[config.mk]
export PLATFORM = sky130hd
export DESIGN_NAME = ikaopm_so_decoder_flat
export DESIGN_NICKNAME = d
export VERILOG_FILES = /design/src/rtl/ikaopm_so_pkg.sv /design/src/rtl/ikaopm_so_decoder_if.sv /design/src/rtl/ikaopm_so_fpdecode.sv /design/src/rtl/ikaopm_so_decoder.sv /design/src/flat_wrapper.sv
export SDC_FILE = /design/constraint.sdc
export NUM_CORES = 1
export LEC_CHECK = 0
export CAP_MARGIN = 0
export CORE_ASPECT_RATIO = 1.4
export CORE_MARGIN = 2
export CORE_UTILIZATION = 40
export CTS_BUF_LIST = sky130_fd_sc_hd__clkbuf_4
export CTS_CLUSTER_DIAMETER = 100
export DETAILED_ROUTE_END_ITERATION = 12
export GPL_ROUTABILITY_DRIVEN = 0
export PLACE_DENSITY = 0.6
export SKIP_LAST_GASP = 1
export SYNTH_ARGS = -nofsm -noshare
export SYNTH_HDL_FRONTEND = slang
export SYNTH_SLANG_ARGS = --single-unit
[constraint.sdc]
create_clock -name i_EMUCLK -period 3.3 [get_ports i_EMUCLK]
set_input_delay 0.495 -clock i_EMUCLK [delete_from_list [all_inputs] [get_ports i_EMUCLK]]
set_output_delay 0.495 -clock i_EMUCLK [all_outputs]
set_load 0.01 [all_outputs]
[src/rtl/ikaopm_so_pkg.sv]
// Shared constants and types for the serial sound-output (SO) decoder.
// Bit positions refer to the index k of a bit within a 16-bit SO word.
package ikaopm_so_pkg;

  localparam int WORD_LEN     = 16;
  localparam int MANT_LSB_IDX = 0;
  localparam int SIGN_IDX     = 9;
  localparam int EXP_LSB_IDX  = 10;
  localparam int DECODE_IDX   = 12;

  localparam int MANT_W = SIGN_IDX - MANT_LSB_IDX;
  localparam int EXP_W  = DECODE_IDX - EXP_LSB_IDX + 1;
  localparam int PCM_W  = 16;

  typedef enum logic {
    HUNT = 1'b0,
    RUN  = 1'b1
  } so_state_t;

  localparam logic CH_R = 1'b0;
  localparam logic CH_L = 1'b1;

endpackage

[src/rtl/ikaopm_so_decoder_if.sv]
// SO decoder bus: serial input side plus decoded PCM and status outputs.
// Clock and reset are kept as plain ports on the decoder itself.
interface ikaopm_so_decoder_if;
  import ikaopm_so_pkg::*;

  logic             i_phi1_NCEN_n;
  logic             i_SO;
  logic             i_WORD_SYNC;
  logic             i_WORD_CH;
  logic [PCM_W-1:0] o_R_PCM;
  logic [PCM_W-1:0] o_L_PCM;
  logic             o_PAIR_VALID;
  logic             o_LOCKED;
  logic             o_SYNC_ERR;
  logic             o_EXP_ERR;

  modport master (
    output i_phi1_NCEN_n, i_SO, i_WORD_SYNC, i_WORD_CH,
    input  o_R_PCM, o_L_PCM, o_PAIR_VALID, o_LOCKED, o_SYNC_ERR, o_EXP_ERR
  );

  modport slave (
    input  i_phi1_NCEN_n, i_SO, i_WORD_SYNC, i_WORD_CH,
    output o_R_PCM, o_L_PCM, o_PAIR_VALID, o_LOCKED, o_SYNC_ERR, o_EXP_ERR
  );

endinterface

[src/rtl/ikaopm_so_fpdecode.sv]
// Combinational floating-point to PCM conversion of one SO word.
// Offset-binary mantissa {~s, m} is sign-extended and shifted by e-1.
module ikaopm_so_fpdecode
  import ikaopm_so_pkg::*;
(
  input  logic              s_i,
  input  logic [MANT_W-1:0] m_i,
  input  logic [EXP_W-1:0]  e_i,
  output logic [PCM_W-1:0]  pcm_o,
  output logic              exp_err_o
);

  logic [PCM_W-1:0] v_ext;

  always_comb begin
    v_ext     = {{(PCM_W - MANT_W){~s_i}}, m_i};
    pcm_o     = '0;
    exp_err_o = 1'b0;
    // A zero exponent is not a legal encoding; it decodes as silence.
    if (e_i == '0) begin
      exp_err_o = 1'b1;
    end else begin
      pcm_o = v_ext << (e_i - 1'b1);
    end
  end

endmodule

[src/rtl/ikaopm_so_decoder.sv]
// YM3012-style front end: deserialises SO words, tracks word sync and
// loads decoded PCM into the R or L output register at bit 12.
module ikaopm_so_decoder
  import ikaopm_so_pkg::*;
#(
  parameter int MISS_LIMIT = 2
) (
  input  logic                i_EMUCLK,
  input  logic                i_MRST,
  ikaopm_so_decoder_if.slave  so_if
);

  localparam int                CNT_W        = $clog2(WORD_LEN);
  localparam int                MISS_W       = $clog2(MISS_LIMIT + 1);
  localparam logic [CNT_W-1:0]  DECODE_CNT   = CNT_W'(DECODE_IDX);
  localparam logic [MISS_W-1:0] MISS_LIMIT_W = MISS_W'(MISS_LIMIT);

  so_state_t             state_q, state_d;
  logic [CNT_W-1:0]      cnt_q, cnt_d;
  logic [DECODE_IDX-1:0] word_q, word_d;
  logic                  ch_q, ch_d;
  logic [MISS_W-1:0]     miss_q, miss_d;
  logic [PCM_W-1:0]      r_pcm_q, r_pcm_d;
  logic [PCM_W-1:0]      l_pcm_q, l_pcm_d;
  logic                  pair_valid_q, pair_valid_d;
  logic                  sync_err_q, sync_err_d;
  logic                  exp_err_q, exp_err_d;

  logic                  en;
  logic [MISS_W-1:0]     miss_inc;
  logic                  start;
  logic                  start_ch;
  logic [PCM_W-1:0]      dec_pcm;
  logic                  dec_exp_err;

  assign en       = ~so_if.i_phi1_NCEN_n;
  assign miss_inc = miss_q + 1'b1;

  // Exponent MSB is the bit on the wire during the decode cycle itself.
  ikaopm_so_fpdecode u_fpdecode (
    .s_i       (word_q[SIGN_IDX]),
    .m_i       (word_q[SIGN_IDX-1:MANT_LSB_IDX]),
    .e_i       ({so_if.i_SO, word_q[DECODE_IDX-1:EXP_LSB_IDX]}),
    .pcm_o     (dec_pcm),
    .exp_err_o (dec_exp_err)
  );

  // NOTE: every next-state value takes its held value first, so no path
  // through this block leaves a signal unassigned and no latch is inferred.
  always_comb begin
    state_d      = state_q;
    cnt_d        = cnt_q;
    word_d       = word_q;
    ch_d         = ch_q;
    miss_d       = miss_q;
    r_pcm_d      = r_pcm_q;
    l_pcm_d      = l_pcm_q;
    pair_valid_d = 1'b0;
    sync_err_d   = sync_err_q;
    exp_err_d    = exp_err_q;
    start        = 1'b0;
    start_ch     = ch_q;

    if (en) begin
      if (state_q == HUNT) begin
        if (so_if.i_WORD_SYNC) begin
          state_d  = RUN;
          start    = 1'b1;
          start_ch = so_if.i_WORD_CH;
        end
      end else if (so_if.i_WORD_SYNC) begin
        // A sync anywhere but bit 0 abandons the partial word, even at bit 12.
        if (cnt_q != '0) sync_err_d = 1'b1;
        miss_d   = '0;
        start    = 1'b1;
        start_ch = so_if.i_WORD_CH;
      end else if (cnt_q == '0) begin
        if (miss_inc >= MISS_LIMIT_W) begin
          state_d = HUNT;
          miss_d  = '0;
        end else begin
          miss_d   = miss_inc;
          start    = 1'b1;
          start_ch = ~ch_q;
        end
      end else begin
        for (int k = 1; k < DECODE_IDX; k++) begin
          if (cnt_q == CNT_W'(k)) word_d[k] = so_if.i_SO;
        end
        cnt_d = cnt_q + 1'b1;
        if (cnt_q == DECODE_CNT) begin
          if (ch_q == CH_L) begin
            l_pcm_d      = dec_pcm;
            pair_valid_d = 1'b1;
          end else begin
            r_pcm_d = dec_pcm;
          end
          if (dec_exp_err) exp_err_d = 1'b1;
        end
      end
    end

    if (start) begin
      cnt_d                = CNT_W'(1);
      ch_d                 = start_ch;
      word_d[MANT_LSB_IDX] = so_if.i_SO;
    end
  end

  // NOTE: state registers use non-blocking assignments so every flop samples
  // the pre-edge value of every other flop, independent of statement order.
  always_ff @(posedge i_EMUCLK or posedge i_MRST) begin
    if (i_MRST) begin
      state_q      <= HUNT;
      cnt_q        <= '0;
      word_q       <= '0;
      ch_q         <= CH_R;
      miss_q       <= '0;
      r_pcm_q      <= '0;
      l_pcm_q      <= '0;
      pair_valid_q <= 1'b0;
      sync_err_q   <= 1'b0;
      exp_err_q    <= 1'b0;
    end else begin
      state_q      <= state_d;
      cnt_q        <= cnt_d;
      word_q       <= word_d;
      ch_q         <= ch_d;
      miss_q       <= miss_d;
      r_pcm_q      <= r_pcm_d;
      l_pcm_q      <= l_pcm_d;
      pair_valid_q <= pair_valid_d;
      sync_err_q   <= sync_err_d;
      exp_err_q    <= exp_err_d;
    end
  end

  assign so_if.o_R_PCM      = r_pcm_q;
  assign so_if.o_L_PCM      = l_pcm_q;
  assign so_if.o_PAIR_VALID = pair_valid_q;
  assign so_if.o_LOCKED     = (state_q == RUN);
  assign so_if.o_SYNC_ERR   = sync_err_q;
  assign so_if.o_EXP_ERR    = exp_err_q;

endmodule

[src/flat_wrapper.sv]
// flat-port wrapper written by rule: the top's interface ports become plain ports
module ikaopm_so_decoder_flat import ikaopm_so_pkg::*;
#(
  parameter int MISS_LIMIT = 2
)
  (i_EMUCLK, i_MRST, so_if_i_phi1_NCEN_n, so_if_i_SO, so_if_i_WORD_SYNC, so_if_i_WORD_CH, so_if_o_R_PCM, so_if_o_L_PCM, so_if_o_PAIR_VALID, so_if_o_LOCKED, so_if_o_SYNC_ERR, so_if_o_EXP_ERR);
  ikaopm_so_decoder_if so_if_i ();
  input  logic i_EMUCLK;
  input  logic i_MRST;
  input wire logic [$bits(so_if_i.i_phi1_NCEN_n)-1:0] so_if_i_phi1_NCEN_n;
  input wire logic [$bits(so_if_i.i_SO)-1:0] so_if_i_SO;
  input wire logic [$bits(so_if_i.i_WORD_SYNC)-1:0] so_if_i_WORD_SYNC;
  input wire logic [$bits(so_if_i.i_WORD_CH)-1:0] so_if_i_WORD_CH;
  output wire logic [$bits(so_if_i.o_R_PCM)-1:0] so_if_o_R_PCM;
  output wire logic [$bits(so_if_i.o_L_PCM)-1:0] so_if_o_L_PCM;
  output wire logic [$bits(so_if_i.o_PAIR_VALID)-1:0] so_if_o_PAIR_VALID;
  output wire logic [$bits(so_if_i.o_LOCKED)-1:0] so_if_o_LOCKED;
  output wire logic [$bits(so_if_i.o_SYNC_ERR)-1:0] so_if_o_SYNC_ERR;
  output wire logic [$bits(so_if_i.o_EXP_ERR)-1:0] so_if_o_EXP_ERR;
  assign so_if_i.i_phi1_NCEN_n = so_if_i_phi1_NCEN_n;
  assign so_if_i.i_SO = so_if_i_SO;
  assign so_if_i.i_WORD_SYNC = so_if_i_WORD_SYNC;
  assign so_if_i.i_WORD_CH = so_if_i_WORD_CH;
  assign so_if_o_R_PCM = so_if_i.o_R_PCM;
  assign so_if_o_L_PCM = so_if_i.o_L_PCM;
  assign so_if_o_PAIR_VALID = so_if_i.o_PAIR_VALID;
  assign so_if_o_LOCKED = so_if_i.o_LOCKED;
  assign so_if_o_SYNC_ERR = so_if_i.o_SYNC_ERR;
  assign so_if_o_EXP_ERR = so_if_i.o_EXP_ERR;
  ikaopm_so_decoder #(.MISS_LIMIT(MISS_LIMIT)) u_core (.i_EMUCLK(i_EMUCLK), .i_MRST(i_MRST), .so_if(so_if_i));
endmodule
==> flow_summary.ini <==
[critical_path]
startpoint = so_if_i_phi1_NCEN_n
cp_slowest_cell = or3b_1
critPathRequiredTime_ps = 3580
cp_max_fo = 19
endpoint = u_core.so_if.o_R_PCM[2]
end_kind = register
critPathKind = in -> reg
critPathLaunchType = primary input
r2r_slack_ps = 1010
reg2reg_from = u_core.word_q[11]
rr_endpoint = u_core.so_if.o_R_PCM[10]
arrival_ps = 2630
crit_chain = clkdlybuf4s50_1 -> or3b_1 -> or3_1 -> buf_4 -> mux2_4
slowest_delay_ps = 540
reg2reg_depth = 6

[drt]
via_per_inst = 5.18
drc = 0
drt_iter0_markers = 43
antenna_left = 0
routed_wirelength_um = 5540
routed-via-count = 1989
avgRoutedWirePerCell_um = 14.4
drt_pass1_iterations = 4

[logic_synthesis]
synth-edff-count = 0
netlist_instances = 250
postSynthAreaPerCell_um2 = 11.1
synth_area_mm2 = 0.00278
ys_ff_latch = 55
synth_top_area_share_pct = 49.5
synthTopCellsByArea = dfrtp_1 (50%), mux2_2 (5.7%), mux2_1 (5.3%)
yosys_warnings = 0
ys_seq_area_share_pct = 49.5
ys.flop_type = dfrtp_1
async_flop_share_pct = 100
syn-num-nets = 263
yosysTopAreaCell = dfrtp_1
synth_cell_types = 46

[timing]
slew_viol_final = 0
fin_crit_ps = 2340
tightestPinTransition_ps = 524
period_share_pct = 71.0
fin_skew_ps = 20.1
setup_violations = 0
fin_setup_tns_ps = 0
finalHoldViolCount = 0
max_freq_mhz = 427
rsz0062_at_grt = no
slew_headroom_pct = 65.1

[grt]
grt_pass1_vias = 1944
overflow = 0
globalRouteTotalUtil_pct = 15.8
grt_max_degree = 28
antenna_found_initial = 0
grt_pass1_wl_um = 9380

[floorplan]
rows = 35
die_h_um = 103
dieArea_mm2 = 0.00764
core_mm2 = 0.00666
ios = 42
start_util_pct = 41.7
fp.dieW_um = 74.4

[placed_design]
place_area_mm2 = 0.00329
hpwl_um = 4280
port_buffers = 41

[cells_and_area]
antenna_cells = 0
drive_gt1_share_pct = 14.7
layout_common_cells = dfrtp_1 (55), clkdlybuf4s50_1 (41), nand2_1 (26), mux2_2 (14), o21ai_1 (14)
finalNetCount = 304
area_growth_pct = 20.3
layout_commonest_cell = dfrtp_1
fin_area_mm2 = 0.00334

[clock_network]
cts_buffers = 5
path_clk_slew_ps = 160
cts_max_path_buffers = 2
clkLatencyLatePin_ps = 380
postCtsSetupBuffers = 0
htreeDepth = 2
cts_resized = 0
clock_sinks = 55
cts-root-buf = clkbuf_4
holdBufCountCts = 0
cts_tree = done

[min_path]
holdCritPathClass = in -> async

[outcome]
status = complete, no violations

[power_and_ir_drop]
p_leak_nw = 1.47
peakVddDrop_mv = 0.265
powerDensity_mw_per_mm2 = 450

[job]
cap_violations = 0
## routing by layer
layer | GRT usage (%) | up-vias | wire length [um]
met4 | 5.49 | 0 | 123
met2 | 26.6 | 38 | 2880
li1 | - | 961 | -
met3 | 3.13 | 12 | 158
met1 | 20.0 | 978 | 2380
met5 | 0 | - | 0
## kinds of logic after synthesis
kind of cell	count (synthesis)	share of synthesized area, %
and+or+nand+nor	71	13.1
DFF	55	49.5
AOI/OAI and AO/OA	46	10.4
muxes	41	18.7
buffers and inverters	27	4.28
adders and majority gates	7	3.15
xor gates and xnor gates	3	0.946
## power by group
part	total [mW]	switching, mW	leakage (nW)	internal (mW)
clock	0.297	0.213	0.0354	0.0840
sequential	0.819	0.0809	0.744	0.738
combinational	0.387	0.203	0.695	0.184
## how the worst min path moves through the flow
stage | startpoint | endpoint | slack, ps
after floorplan | u_core.miss_q[1] | u_core.miss_q[1] | 450
after global placement | u_core.so_if.o_EXP_ERR | u_core.so_if.o_EXP_ERR | 450
after detailed placement | u_core.so_if.o_EXP_ERR | u_core.so_if.o_EXP_ERR | 450
after CTS | i_MRST | u_core.so_if.o_R_PCM[14] | 280
after global routing | i_MRST | u_core.so_if.o_R_PCM[13] | 270
final | i_MRST | u_core.so_if.o_R_PCM[13] | 280
## synthesized netlist by cell type (4+ instances only)
master	instances
ha_1	7
nor3b_1	5
mux2_1	13
nand3_1	6
mux2_4	5
mux2i_1	5
mux4_2	4
clkbuf_1	10
inv_1	12
mux2_2	14
o21ai_1	14
nor2_1	13
dfrtp_1	55
nand3b_1	4
nand2_1	26
o21ai_0	4
a21oi_1	7
o31ai_1	4
## layout make-up
cell class	count	area, um^2
Fill cell	655	3310
Sequential cell	55	1380
Multi-Input combinational cell	168	1280
Timing Repair Buffer	48	463
Tap cell	92	115
Inverter	13	48.8
Clock buffer	5	37.5
Clock inverter	3	18.8
## state kept, by name, indices dropped and copies added (netlist names)
name / cells
u_core.miss_q: 2
u_core.cnt_q: 4
u_core.so_if.o_PAIR_VALID: 1
u_core.so_if.o_L_PCM: 16
u_core.so_if.o_EXP_ERR: 1
u_core.word_q: 12
u_core.ch_q: 1
u_core.so_if.o_R_PCM: 16
u_core.so_if.o_SYNC_ERR: 1
u_core.so_if.o_LOCKED: 1
## worst max-delay path, delay by kind of cell
family                 cells  cell delay [ps]
multiplexers               1              310
buffers and inverters      2              770
AND/OR/NAND/NOR            2             1040
## through the flow
stage | power, mW | hold slack (ps) | utilization [%] | setup slack [ps] | std cells
after floorplan | 1.10 | 454 | - | 401 | 250
after global placement | 1.22 | 447 | 49.4 | 569 | 376
after detailed placement | 1.22 | 446 | 49.4 | 533 | 376
after CTS | 1.52 | 278 | 50.2 | 953 | 384
after global routing | 1.61 | 274 | 50.2 | 850 | 384
final | 1.50 | 277 | 50.2 | 956 | 384
Note: power is estimated with default switching activity, not from simulation.
